`src/rtl/nl_writeback.sv`:
```
// Output writeback for the non-linearity stream: packs PACK words per line and writes
// consecutive output-buffer lines from a base address, masking the final partial line.
module nl_writeback #(
    parameter int WID    = 16,
    parameter int PACK   = 4,
    parameter int ADDR_W = 12,
    parameter int CNT_W  = 16
) (
    input  logic                  clk,
    input  logic                  rst,
    input  logic                  cfg_start,
    input  logic [ADDR_W-1:0]     cfg_base_addr,
    input  logic [CNT_W-1:0]      cfg_num_words,
    input  logic                  in_valid,
    input  logic [WID-1:0]        in_data,
    output logic                  in_ready,
    output logic                  wr_valid,
    input  logic                  wr_ready,
    output logic [ADDR_W-1:0]     wr_addr,
    output logic [PACK*WID-1:0]   wr_data,
    output logic [PACK-1:0]       wr_mask,
    output logic                  busy,
    output logic                  done
);

    localparam int LANE_W = $clog2(PACK);

    typedef enum logic [1:0] {
        S_IDLE  = 2'd0,
        S_PACK  = 2'd1,
        S_DRAIN = 2'd2,
        S_DONE  = 2'd3
    } state_t;

    state_t state, state_nxt;

    logic [LANE_W-1:0]    lane_p0;
    logic [CNT_W-1:0]     remain_p0;
    logic [ADDR_W-1:0]    line_addr_p0;
    logic [PACK*WID-1:0]  pack_p0;

    logic                 vld_p1;
    logic [ADDR_W-1:0]    addr_p1;
    logic [PACK*WID-1:0]  data_p1;
    logic [PACK-1:0]      mask_p1;

    logic accept;
    logic line_done;
    logic wr_hs;
    logic last_word;

    function automatic logic [PACK*WID-1:0] insert_word(
        input logic [PACK*WID-1:0] line,
        input logic [LANE_W-1:0]   lane,
        input logic [WID-1:0]      word
    );
        logic [PACK*WID-1:0] r;
        r = line;
        r[int'(lane)*WID +: WID] = word;
        return r;
    endfunction

    // Lanes 0..last are the ones holding words of this line.
    function automatic logic [PACK-1:0] fill_mask(input logic [LANE_W-1:0] last);
        logic [PACK-1:0] m;
        m = '0;
        for (int i = 0; i < PACK; i++) begin
            m[i] = (i <= int'(last));
        end
        return m;
    endfunction

    assign in_ready  = (state == S_PACK) && (!vld_p1 || wr_ready);
    assign accept    = in_valid && in_ready;
    assign last_word = (remain_p0 == CNT_W'(1));
    assign line_done = accept && ((lane_p0 == LANE_W'(PACK - 1)) || last_word);
    assign wr_hs     = vld_p1 && wr_ready;

    assign wr_valid = vld_p1;
    assign wr_addr  = addr_p1;
    assign wr_data  = data_p1;
    assign wr_mask  = mask_p1;
    assign busy     = (state != S_IDLE);
    assign done     = (state == S_DONE);

    always_ff @(posedge clk or posedge rst) begin
        if (rst) begin
            state <= S_IDLE;
        end else begin
            state <= state_nxt;
        end
    end

    always_comb begin
        state_nxt = state;
        case (state)
            S_IDLE: begin
                if (cfg_start) begin
                    state_nxt = (cfg_num_words != '0) ? S_PACK : S_DONE;
                end
            end
            S_PACK: begin
                if (accept && last_word) begin
                    state_nxt = S_DRAIN;
                end
            end
            // Only the final line can be pending here.
            S_DRAIN: begin
                if (wr_hs) begin
                    state_nxt = S_DONE;
                end
            end
            S_DONE:  state_nxt = S_IDLE;
            default: state_nxt = S_IDLE;
        endcase
    end

    // Stage p0: job counters and the line being packed
    always_ff @(posedge clk or posedge rst) begin
        if (rst) begin
            lane_p0      <= '0;
            remain_p0    <= '0;
            line_addr_p0 <= '0;
            pack_p0      <= '0;
        end else if (state == S_IDLE) begin
            if (cfg_start) begin
                lane_p0      <= '0;
                remain_p0    <= cfg_num_words;
                line_addr_p0 <= cfg_base_addr;
                pack_p0      <= '0;
            end
        end else if (accept) begin
            remain_p0 <= remain_p0 - CNT_W'(1);
            if (line_done) begin
                // Clearing the pack register keeps unfilled lanes of a partial line at zero.
                lane_p0      <= '0;
                pack_p0      <= '0;
                line_addr_p0 <= line_addr_p0 + ADDR_W'(1);
            end else begin
                lane_p0 <= lane_p0 + LANE_W'(1);
                pack_p0 <= insert_word(pack_p0, lane_p0, in_data);
            end
        end
    end

    // Stage p1: completed line held until the buffer takes it
    always_ff @(posedge clk or posedge rst) begin
        if (rst) begin
            vld_p1  <= 1'b0;
            addr_p1 <= '0;
            data_p1 <= '0;
            mask_p1 <= '0;
        end else begin
            if (wr_hs) begin
                vld_p1 <= 1'b0;
            end
            if (line_done) begin
                vld_p1  <= 1'b1;
                addr_p1 <= line_addr_p0;
                data_p1 <= insert_word(pack_p0, lane_p0, in_data);
                mask_p1 <= fill_mask(lane_p0);
            end
        end
    end

endmodule

```
`config.mk`:
```
export PLATFORM = sky130hd
export DESIGN_NAME = nl_writeback
export DESIGN_NICKNAME = d
export VERILOG_FILES = /design/src/rtl/nl_writeback.sv
export SDC_FILE = /design/constraint.sdc
export NUM_CORES = 1
export LEC_CHECK = 0
export ABC_AREA = 0
export ABC_CLOCK_PERIOD_IN_PS = 7820
export BUFFER_PORTS_ARGS = -buffer_cell sky130_fd_sc_hd__buf_4
export CAP_MARGIN = 10
export CORE_ASPECT_RATIO = 0.7
export CORE_MARGIN = 5
export CORE_UTILIZATION = 50
export DETAILED_ROUTE_END_ITERATION = 12
export PLACE_DENSITY_LB_ADDON = 0.15
export SYNTH_ARGS = -nofsm -noshare
export SYNTH_HDL_FRONTEND = slang
export SYNTH_SLANG_ARGS = --single-unit
```
`constraint.sdc`:
```
create_clock -name clk -period 7.82 [get_ports clk]
set_input_delay 1.173 -clock clk [delete_from_list [all_inputs] [get_ports clk]]
set_output_delay 1.173 -clock clk [all_outputs]
set_load 0.005 [all_outputs]
```
==> results of run 1 <==
layer usage:
layer	vias up	global-route usage, %	part of all wire (%)
met2	287	34.0	44
li1	3015	-	-
met4	0	6.25	1.1
met5	-	0	0
met3	30	4.91	7.0
met1	3394	36.0	48
cell usage in the layout (no fill, tap or decap), drive strengths merged, types with 2 or more instances in the layout:
master / instances
a211oi: 8
nor4: 11
nand4: 5
nand2b: 4
o311ai: 2
o311a: 2
mux2i: 3
o31ai: 6
nor4b: 2
nor2: 153
a221oi: 65
clkinvlp: 4
a22oi: 2
and3: 2
ha: 13
and2: 23
a22o: 52
mux2: 2
o221a: 2
o21ai: 21
a31oi: 3
inv: 16
or3: 2
clkinv: 6
nor3b: 5
o21a: 3
nor3: 16
nor2b: 6
nand2: 58
o2bb2ai: 3
dfrtp: 177
o2111ai: 3
o22ai: 3
o41ai: 2
nand3: 14
buf: 139
xor2: 3
a21oi: 15
clkbuf: 20
bufinv: 2
how the worst max path moves through the flow:
stage / startpoint / endpoint / slack, ps / cells past startpoint
after floorplan: rst / lane_p0[0] / 1850 / 1
after global placement: wr_ready / line_addr_p0[1] / 4230 / 7
after detailed placement: wr_ready / line_addr_p0[1] / 4130 / 7
after CTS: state[0] / pack_p0[42] / 4170 / 8
after global routing: lane_p0[0] / pack_p0[34] / 3800 / 6
final: lane_p0[0] / pack_p0[42] / 4040 / 6
per-stage QoR:
stage	worst slack, ps	cells	cell area [sq um]
after global placement	4230	1053	9080
after floorplan	1850	767	8040
final	4040	1087	9700
after detailed placement	4130	1053	9080
after global routing	3800	1087	9700
after CTS	4170	1085	9660
worst reg2reg max path: cells and delay by family (launching register included):
family | cells | cell delay [ps]
simple gates | 2 | 2060
flops | 1 | 500
buf+inv | 2 | 680
compound gates | 1 | 260
fa+ha+maj | 1 | 230
where the power goes:
part           total, mW  leakage (nW)  switching [mW]  internal (mW)
combinational       1.11          2.00           0.615          0.492
sequential          1.40          2.34           0.225           1.17
clock              0.849         0.279           0.361          0.488
sequential cells by signal, summed over array words and instances (netlist names):
register and flops:
line_addr_p0 12, remain_p0 16, wr_mask 4, pack_p0 64
wr_data 64, state 2, wr_addr 12, lane_p0 2
wr_valid 1
area by class of cell:
class / instances / area share (%)
flip-flops and latches: 177 / 45.7
multi-input cells: 523 / 34.1
repair buffers: 139 / 11.0
clock buffers: 20 / 4.71
well taps: 200 / 2.58
clock inverters: 12 / 1.35
inverters: 16 / 0.671
cells by family after synthesis:
kind of cell    count (synthesis)  share of synthesized area, %
simple gates                  305                          18.1
fa+ha+maj                      13                          2.02
mux                             5                         0.654
flops                         177                          55.1
xor+xnor                        4                         0.436
buf+inv                        67                          3.91
compound gates                196                          19.8
==> flow_summary_export.csv, run 1 <==
group,metric,value,unit
status,status,"finished clean",
route,postRouteAntennaNets,0,
logic_synthesis,synth-edff-count,0,
route,routed_wire_length_per_instance,20.2,um
logic_synthesis,synth_commonest_cells,"177 x dfrtp_1, 153 x nor2_1, 64 x a221oi_1, 58 x nand2_1, 52 x a22o_1",
grt,grt_pass1_wl,34800,um
logic_synthesis,synth.area.top_cells,"dfrtp_1 55%, nor2_1 7.1%, a221oi_1 7.0%, a22o_1 5.7%, nand2_1 2.7%",
cts,clock_tree.root_cell,"clkbuf_16",
critical_path,critical_path.max_fanout,17,
logic_synthesis,post_synth.cell_area_avg,10.5,sq um
critical_path,reg2reg_depth,6,
die,core-area,0.0156,sq mm
critical_path,path_cells,"inv_1, ha_1, clkinv_1, nor3_2, nor3b_2, a22o_1",
cells_and_area,nFillCells,1255,
grt,grt_antenna_before_repair,0,
logic_synthesis,synth-async-reset-ratio,100,%
sta,setup_tns,0,ps
die,ioPinCount,133,
die,chipWidth,162,um
cells_and_area,share_of_post_route_cells_with_drive_strength_above_1,21.8,%
sta,min_period,3780,ps
die,floorplan.initialDensity,51.4,%
logic_synthesis,yosysTopAreaCell,"dfrtp_1",
cells_and_area,layout.area.seq,0.00443,sq mm
route,detail_route.iter0.violations,805,
cells_and_area,diodes,0,
grt,grt_start_max_net_pins,91,
sta,holdWs,476,ps
critical_path,critical_path_buf_inv_count,2,
route,detail_route.wirelength,21900,um
worst_hold_path,min-delay-path-class,"reg -> reg",
sta,report.final.slew_viol_count,0,
cts,clock_insertion_delay_at_the_later_pin_of_the_skew_report,430,ps
run,max_cap_violations,0,
cells_and_area,final_util,62.0,%
cts,holdBufCountCts,0,
critical_path,timing.critical_path.slowest_stage_cell,"nor3_2",
logic_synthesis,mappedNetlistArea,0.00804,sq mm
logic_synthesis,synth.lib_cells_used.distinct,61,
sta,max_clock_freq,0.264,GHz
logic_synthesis,yosys_warnings,0,
cells_and_area,areaGrowthSynthToFinish,20.7,%
logic_synthesis,synth_sequential_area_ratio,55.1,%
critical_path,worst-endpoint-required,8180,ps
critical_path,ff2ff_setup_slack,4040,ps
power,cellPowerDensity,346,mW/mm^2
sta,fin_skew,8.64,ps
critical_path,reg2reg_from,"lane_p0[0]",
placement,port_buffers,132,
power,totalPowerFinal,3.35,mW
sta,setup_violations,0,
cts,htree_num_levels,4,
cts,cts_repair_resize_count,0,
power,power_leakage,4.62,nW
route,remaining_drc_errors,0,
logic_synthesis,postSynthCellCount,767,
worst_hold_path,hold_end,"wr_addr[9]",
die,dieHeight,116,um
grt,vias_in_the_first_global_route,6452,
logic_synthesis,ys_ff_latch,177,
route,viasPerCell,6.19,
cells_and_area,layout.nets,936,
die,area_enclosed_by_the_die_boundary,0.0188,sq mm
critical_path,worst_setup_path_end_kind,"register",
placement,detailedPlacementHpwl,14800,um
logic_synthesis,synth_top_area_share,55.1,%
sta,timing.max_slew.rel_slack,21.7,%
critical_path,r2r-end,"pack_p0[42]",
power,max-vdd-ir-drop,0.000185,V
route,drt_first_pass_iters,5,
cts,cts-buffers-inserted,17,
grt,gr-usage-all-layers,23.5,%
cts,clock-sinks,177,
logic_synthesis,syn_nets,829,
critical_path,worst_path_dominant_cell_family,"simple AND/OR/NAND/NOR gates",
grt,overflow,0,
worst_hold_path,hold_depth,2,
logic_synthesis,ys_dominant_reg_cell,"dfrtp_1",
worst_hold_path,worstHoldStart,"wr_addr[9]",
cts,tritoncts,"done",
cells_and_area,multiInputGateArea,0.00330,sq mm
die,placement_rows,38,
critical_path,crit_arrival,4150,ps
critical_path,cp_slowest_stage_delay,1080,ps
cts,cts.repair_timing.setup_buffer_count,0,
cts,clkTransAtPathRegs,60,ps
placement,gp_congestion,0.870,
logic_synthesis,yosys.cell_count.top_type,"dfrtp_1",
sta,number_of_hold_violations_in_the_final_report,0,
cts,clock_tree.buffer_depth,2,
route,dr_total_vias,6726,
critical_path,critPathKind,"reg -> reg",
sta,grt_setup_unrepaired,"no",
critical_path,critPathLaunchType,"register",
sta,actual_transition_at_the_worst_max_transition_pin,1170,ps
sta,post-route-period-util,48.4,%
Note: power is estimated with default switching activity, not from simulation.
==> run 2, diff against run 1 <==
Settings changed: ABC_CLOCK_PERIOD_IN_PS 7820 to 3550.
Clock period 7.82 ns to 3.55 ns, I/O delays scaled along.
==> run 2 against run 1 <==
Maximum frequency grew 29%. Clock power grew 130%. Largest cell class unchanged. Cell area grew 0.99%. Critical path depth grew 1.
==> flow_summary_export.csv, run 2 (synthesis results as in run 1) <==
group,metric,value,unit
power,max-vdd-ir-drop,0.000419,V
critical_path,critPathLaunchType,"register",
run,max_cap_violations,0,
critical_path,critical_path.max_fanout,17,
die,chipWidth,162,um
sta,number_of_hold_violations_in_the_final_report,0,
placement,numPlacedInstances,1063,
cells_and_area,most-common-layout-cells,"177 x dfrtp_1, 153 x nor2_1, 146 x buf_4",
sta,min_period,2940,ps
worst_hold_path,min-delay-path-class,"in -> async",
die,dieHeight,116,um
sta,setup_tns,0,ps
cells_and_area,areaGrowthSynthToFinish,21.9,%
cells_and_area,layout.nets,944,
cts,clock_tree.buffer_depth,2,
grt,gr-usage-all-layers,24.1,%
cells_and_area,share_of_post_route_cells_with_drive_strength_above_1,22.5,%
cells_and_area,multiInputGateArea,0.00330,sq mm
sta,actual_transition_at_the_worst_max_transition_pin,1250,ps
die,core-area,0.0156,sq mm
critical_path,critPathKind,"reg -> reg",
critical_path,worst_setup_path_end_kind,"register",
route,dr_total_vias,6699,
grt,overflow,0,
power,power_leakage,4.67,nW
route,detail_route.iter0.violations,586,
status,status,"finished clean",
route,drt_first_pass_iters,5,
route,postRouteAntennaNets,0,
placement,detailedPlacementHpwl,15100,um
critical_path,crit_arrival,3300,ps
sta,max_clock_freq,0.340,GHz
route,viasPerCell,6.12,
cts,clock_insertion_delay_at_the_later_pin_of_the_skew_report,430,ps
critical_path,critical_path_buf_inv_count,3,
critical_path,worst_path_dominant_cell_family,"simple AND/OR/NAND/NOR gates",
cts,clock-sinks,177,
sta,grt_setup_unrepaired,"no",
cells_and_area,layout.area.seq,0.00443,sq mm
die,floorplan.initialDensity,51.4,%
die,area_enclosed_by_the_die_boundary,0.0188,sq mm
cells_and_area,nFillCells,1280,
grt,grt_start_max_net_pins,178,
power,power.share.clock,26.4,%
grt,vias_in_the_first_global_route,6621,
cts,cts-buffers-inserted,17,
cells_and_area,final_common_cell,"dfrtp_1",
route,detail_route.wirelength,22100,um
power,cell_internal_pwr,4.88,mW
sta,fin_skew,12.3,ps
placement,port_buffers,132,
sta,setup_violations,0,
power,p_comb_share,33.0,%
grt,grt_pass1_wl,35700,um
placement,gp_congestion,0.856,
cts,cts.repair_timing.setup_buffer_count,0,
sta,post-route-period-util,82.7,%
critical_path,timing.critical_path.slowest_stage_cell,"nor3b_2",
cts,holdBufCountCts,0,
grt,grt_antenna_before_repair,0,
cts,cts_repair_resize_count,0,
cts,tritoncts,"done",
sta,report.final.slew_viol_count,0,
cts,clock_tree.root_cell,"clkbuf_16",
cts,clkTransAtPathRegs,70,ps
power,swShare,35.4,%
die,placement_rows,38,
die,ioPinCount,133,
cells_and_area,diodes,0,
power,cellPowerDensity,771,mW/mm^2
critical_path,path_cells,"inv_1, ha_1, inv_2, nor4b_4, buf_4, nor3b_2, a22o_1",
route,remaining_drc_errors,0,
cts,htree_num_levels,4,
critical_path,worst-endpoint-required,3910,ps
route,routed_wire_length_per_instance,20.2,um
cells_and_area,layout.cells.non_filler,1095,
critical_path,cp_slowest_stage_delay,810,ps
power,switchingPower,2.67,mW
power,reg_power_share,40.7,%
sta,timing.max_slew.rel_slack,16.3,%
[run 2: per-layer routing]
layer  GRT usage, %  vias to the layer above  part of all wire, %
met5              0                        -                    0
met4           7.73                        0                  1.6
met3           5.90                       30                  8.2
met2           34.3                      278                   44
met1           36.4                     3353                   47
li1               -                     3038                    -
[run 2: power groups by stage]
stage	Combinational [mW]	Clock (mW)	Sequential, mW
detailed placement	2.47	0	3.09
global placement	2.40	0	3.06
CTS	2.49	2.02	3.06
floorplan	1.50	0	3.00
global route	2.76	2.12	3.14
finish	2.49	1.99	3.07
[run 2: worst min-delay path, cell delays in order]
cell        delay (ps)
buf_4              120
clkinvlp_4          70
buf_12             510
[run 2: cell type report]
class,count,area share (%)
inverters,16,0.651
clock buffers,22,4.94
flip-flops and latches,177,45.2
repair buffers,147,11.4
clock inverters,10,1.52
well taps,200,2.55
multi-input cells,523,33.7
[run 2: metrics by stage]
step	total power [mW]	instance area [sq um]	hold slack, ps	setup WS (ps)	util (%)
2_1_floorplan	4.50	8040	454	751	-
3_3_place_gp	5.46	9160	462	807	58.6
3_5_place_dp	5.56	9160	456	654	58.6
4_1_cts	7.58	9800	301	632	62.6
5_1_grt	8.02	9800	313	396	62.6
6_report	7.55	9800	262	613	62.6
[run 2: path summary, 6_finish.rpt]
check | start | slack, ps | end | cells after the start
max in group asynchronous | rst | 2390 | remain_p0[9] | 3
hold / removal | rst | 260 | wr_addr[3] | 3
setup / recovery | lane_p0[0] | 610 | pack_p0[6] | 7
setup reg to reg | lane_p0[0] | 610 | pack_p0[6] | 7
hold reg to reg | wr_addr[9] | 480 | wr_addr[9] | 2
min in group clk | cfg_base_addr[7] | 320 | line_addr_p0[7] | 3
==> run 3, diff against run 2 <==
Settings changed: ABC_AREA 0 to 1, ABC_CLOCK_PERIOD_IN_PS 3550 to 2650.
Clock period 3.55 ns to 2.65 ns, I/O delays scaled along.
==> run 3 against run 2 <==
Via count grew 16%. Highest routed layer unchanged. Clock-buffer cell count shrank 1. Critical path type unchanged. Sequential power grew 24%. Cell count grew 34%.
==> flow_summary_export.csv, run 3 <==
group,metric,value,unit
status,status,"finished clean",
sta,report.final.slew_viol_count,0,
die,core-area,0.0171,sq mm
critical_path,ff2ff_setup_slack,240,ps
cts,clock_insertion_delay_at_the_later_pin_of_the_skew_report,430,ps
critical_path,critPathKind,"reg -> reg",
logic_synthesis,synth_sequential_area_ratio,51.1,%
route,viasPerCell,5.31,
cells_and_area,layout.cells.non_filler,1467,
placement,numPlacedInstances,1437,
route,remaining_drc_errors,0,
cts,cts.repair_timing.setup_buffer_count,0,
sta,setup_tns,0,ps
sta,post-route-period-util,90.8,%
logic_synthesis,yosysTopAreaCell,"dfrtp_1",
cts,clock_tree.root_cell,"clkbuf_16",
grt,overflow,0,
power,cellPowerDensity,1020,mW/mm^2
route,detail_route.iter0.violations,718,
logic_synthesis,synth.area.top_cells,"dfrtp_1 51%, nand2_1 18%, o22ai_1 9.5%, inv_1 5.6%, nand3_1 3.6%",
placement,post_dp_cell_area,0.00989,sq mm
sta,fin_skew,8.80,ps
cells_and_area,most-common-layout-cells,"420 x nand2_1, 177 x dfrtp_1, 148 x buf_4",
logic_synthesis,synth_commonest_cells,"421 x nand2_1, 177 x dfrtp_1, 131 x o22ai_1, 130 x inv_1, 62 x nand3_1",
critical_path,reg2reg_depth,6,
cts,holdBufCountCts,0,
power,cell_internal_pwr,6.32,mW
die,floorplan.initialDensity,50.8,%
route,drt_first_pass_iters,5,
route,dr_total_vias,7795,
critical_path,critPathLaunchType,"register",
cts,htree_num_levels,4,
logic_synthesis,syn_nets,1182,
placement,detailedPlacementHpwl,15300,um
critical_path,critical_path.max_fanout,18,
sta,holdWs,123,ps
placement,port_buffers,132,
logic_synthesis,synth_top_area_share,51.1,%
critical_path,crit_arrival,2740,ps
die,ioPinCount,133,
cts,tritoncts,"done",
cts,cts_repair_resize_count,0,
placement,gp_congestion,0.879,
logic_synthesis,ys_dominant_reg_cell,"dfrtp_1",
sta,actual_transition_at_the_worst_max_transition_pin,663,ps
logic_synthesis,synth.lib_cells_used.distinct,28,
cts,clock_tree.buffer_depth,2,
power,power_leakage,5.36,nW
logic_synthesis,synth-edff-count,0,
logic_synthesis,post_synth.cell_area_avg,7.74,sq um
critical_path,worst_setup_path_end_kind,"register",
cts,clkTransAtPathRegs,70,ps
sta,post-route-worst-setup-slack,244,ps
sta,setup_violations,0,
power,swShare,40.5,%
logic_synthesis,yosys.cell_count.top_type,"nand2_1",
cells_and_area,areaGrowthSynthToFinish,20.8,%
die,placement_rows,40,
placement,pre_cts_slack,345,ps
grt,vias_in_the_first_global_route,7500,
grt,grt_start_max_net_pins,121,
route,routed_wire_length_per_instance,15.5,um
cells_and_area,diodes,0,
grt,grt_antenna_before_repair,0,
sta,timing.max_slew.rel_slack,55.6,%
sta,min_period,2410,ps
logic_synthesis,synth-async-reset-ratio,100,%
route,postRouteAntennaNets,0,
sta,grt_setup_unrepaired,"no",
power,totalPowerFinal,10.6,mW
logic_synthesis,ys_ff_latch,177,
cts,clock-sinks,177,
power,power.share.clock,23.3,%
cells_and_area,layout.nets,1287,
cts,cts-buffers-inserted,17,
logic_synthesis,yosys_warnings,0,
grt,grt_pass1_wl,37800,um
power,max-vdd-ir-drop,0.000501,V
cells_and_area,share_of_post_route_cells_with_drive_strength_above_1,15.5,%
power,reg_power_share,35.8,%
worst_hold_path,min-delay-path-class,"in -> async",
sta,max_clock_freq,0.416,GHz
grt,gr-usage-all-layers,23.0,%
sta,number_of_hold_violations_in_the_final_report,0,
logic_synthesis,mappedNetlistArea,0.00866,sq mm
run,max_cap_violations,0,
critical_path,worst-endpoint-required,2990,ps
logic_synthesis,postSynthCellCount,1120,
die,area_enclosed_by_the_die_boundary,0.0201,sq mm
die,chipWidth,167,um
die,dieHeight,120,um
cells_and_area,final_area,0.0105,sq mm
power,p_comb_share,40.9,%
cells_and_area,final_util,61.3,%
cells_and_area,final_common_cell,"nand2_1",
power,switchingPower,4.31,mW
route,detail_route.wirelength,22800,um
cells_and_area,nFillCells,1562,
-- run 3: kinds of logic (layout without fill, tap and decap cells) --
| family | count (synthesis) | in the layout | share of synthesized area (%) |
|---|---|---|---|
| buffers and inverters | 200 | 316 | 9.11 |
| and+or+nand+nor | 542 | 542 | 24.8 |
| AOI/OAI and AO/OA | 186 | 186 | 12.9 |
| xor gates and xnor gates | 2 | 2 | 0.202 |
| DFF | 177 | 177 | 51.1 |
| adders and majority gates | 13 | 13 | 1.88 |
-- run 3: metal layers --
| metal | vias up | share of wire (%) | routed length [um] | track usage (%) |
|---|---|---|---|---|
| li1 | 3815 | - | - | - |
| met1 | 3682 | 49 | 11100 | 33.8 |
| met2 | 269 | 43 | 9700 | 33.4 |
| met3 | 29 | 7.0 | 1600 | 6.12 |
| met4 | 0 | 1.6 | 373 | 6.69 |
| met5 | - | 0 | 0 | 0 |
-- run 3: power groups by stage --
stage / logic (mW) / clock network [mW] / registers [mW]
6_report: 4.35 / 2.48 / 3.80
2_1_floorplan: 2.92 / 0 / 3.77
3_5_place_dp: 4.30 / 0 / 3.84
3_3_place_gp: 4.23 / 0 / 3.83
4_1_cts: 4.32 / 2.53 / 3.80
5_1_grt: 4.94 / 2.62 / 3.89
-- run 3: cell type report --
class                           count  area [sq um]  share of cell area, %
Multi-Input combinational cell    743          3460                   33.1
Clock inverter                      9           110                   1.05
Timing Repair Buffer              153          1210                   11.6
Sequential cell                   177          4430                   42.3
Clock buffer                       21           460                   4.40
Tap cell                          231           289                   2.76
Inverter                          133           503                   4.81
-- run 3: path summary, 6_finish.rpt --
path	to	startpoint
setup reg to reg	pack_p0[19]	lane_p0[0]
max in group asynchronous	line_addr_p0[8]	rst
setup / recovery	pack_p0[19]	lane_p0[0]
min in group clk	remain_p0[0]	cfg_num_words[0]
hold / removal	wr_data[43]	rst
hold reg to reg	wr_data[21]	wr_data[21]
-- run 3: critical path: stages (launching register included) --
cell,delay [ps]
dfrtp_1,360
buf_4,220
ha_1,600
nand2_1,530
o22ai_1,330
nand2_1,110
o22ai_1,170
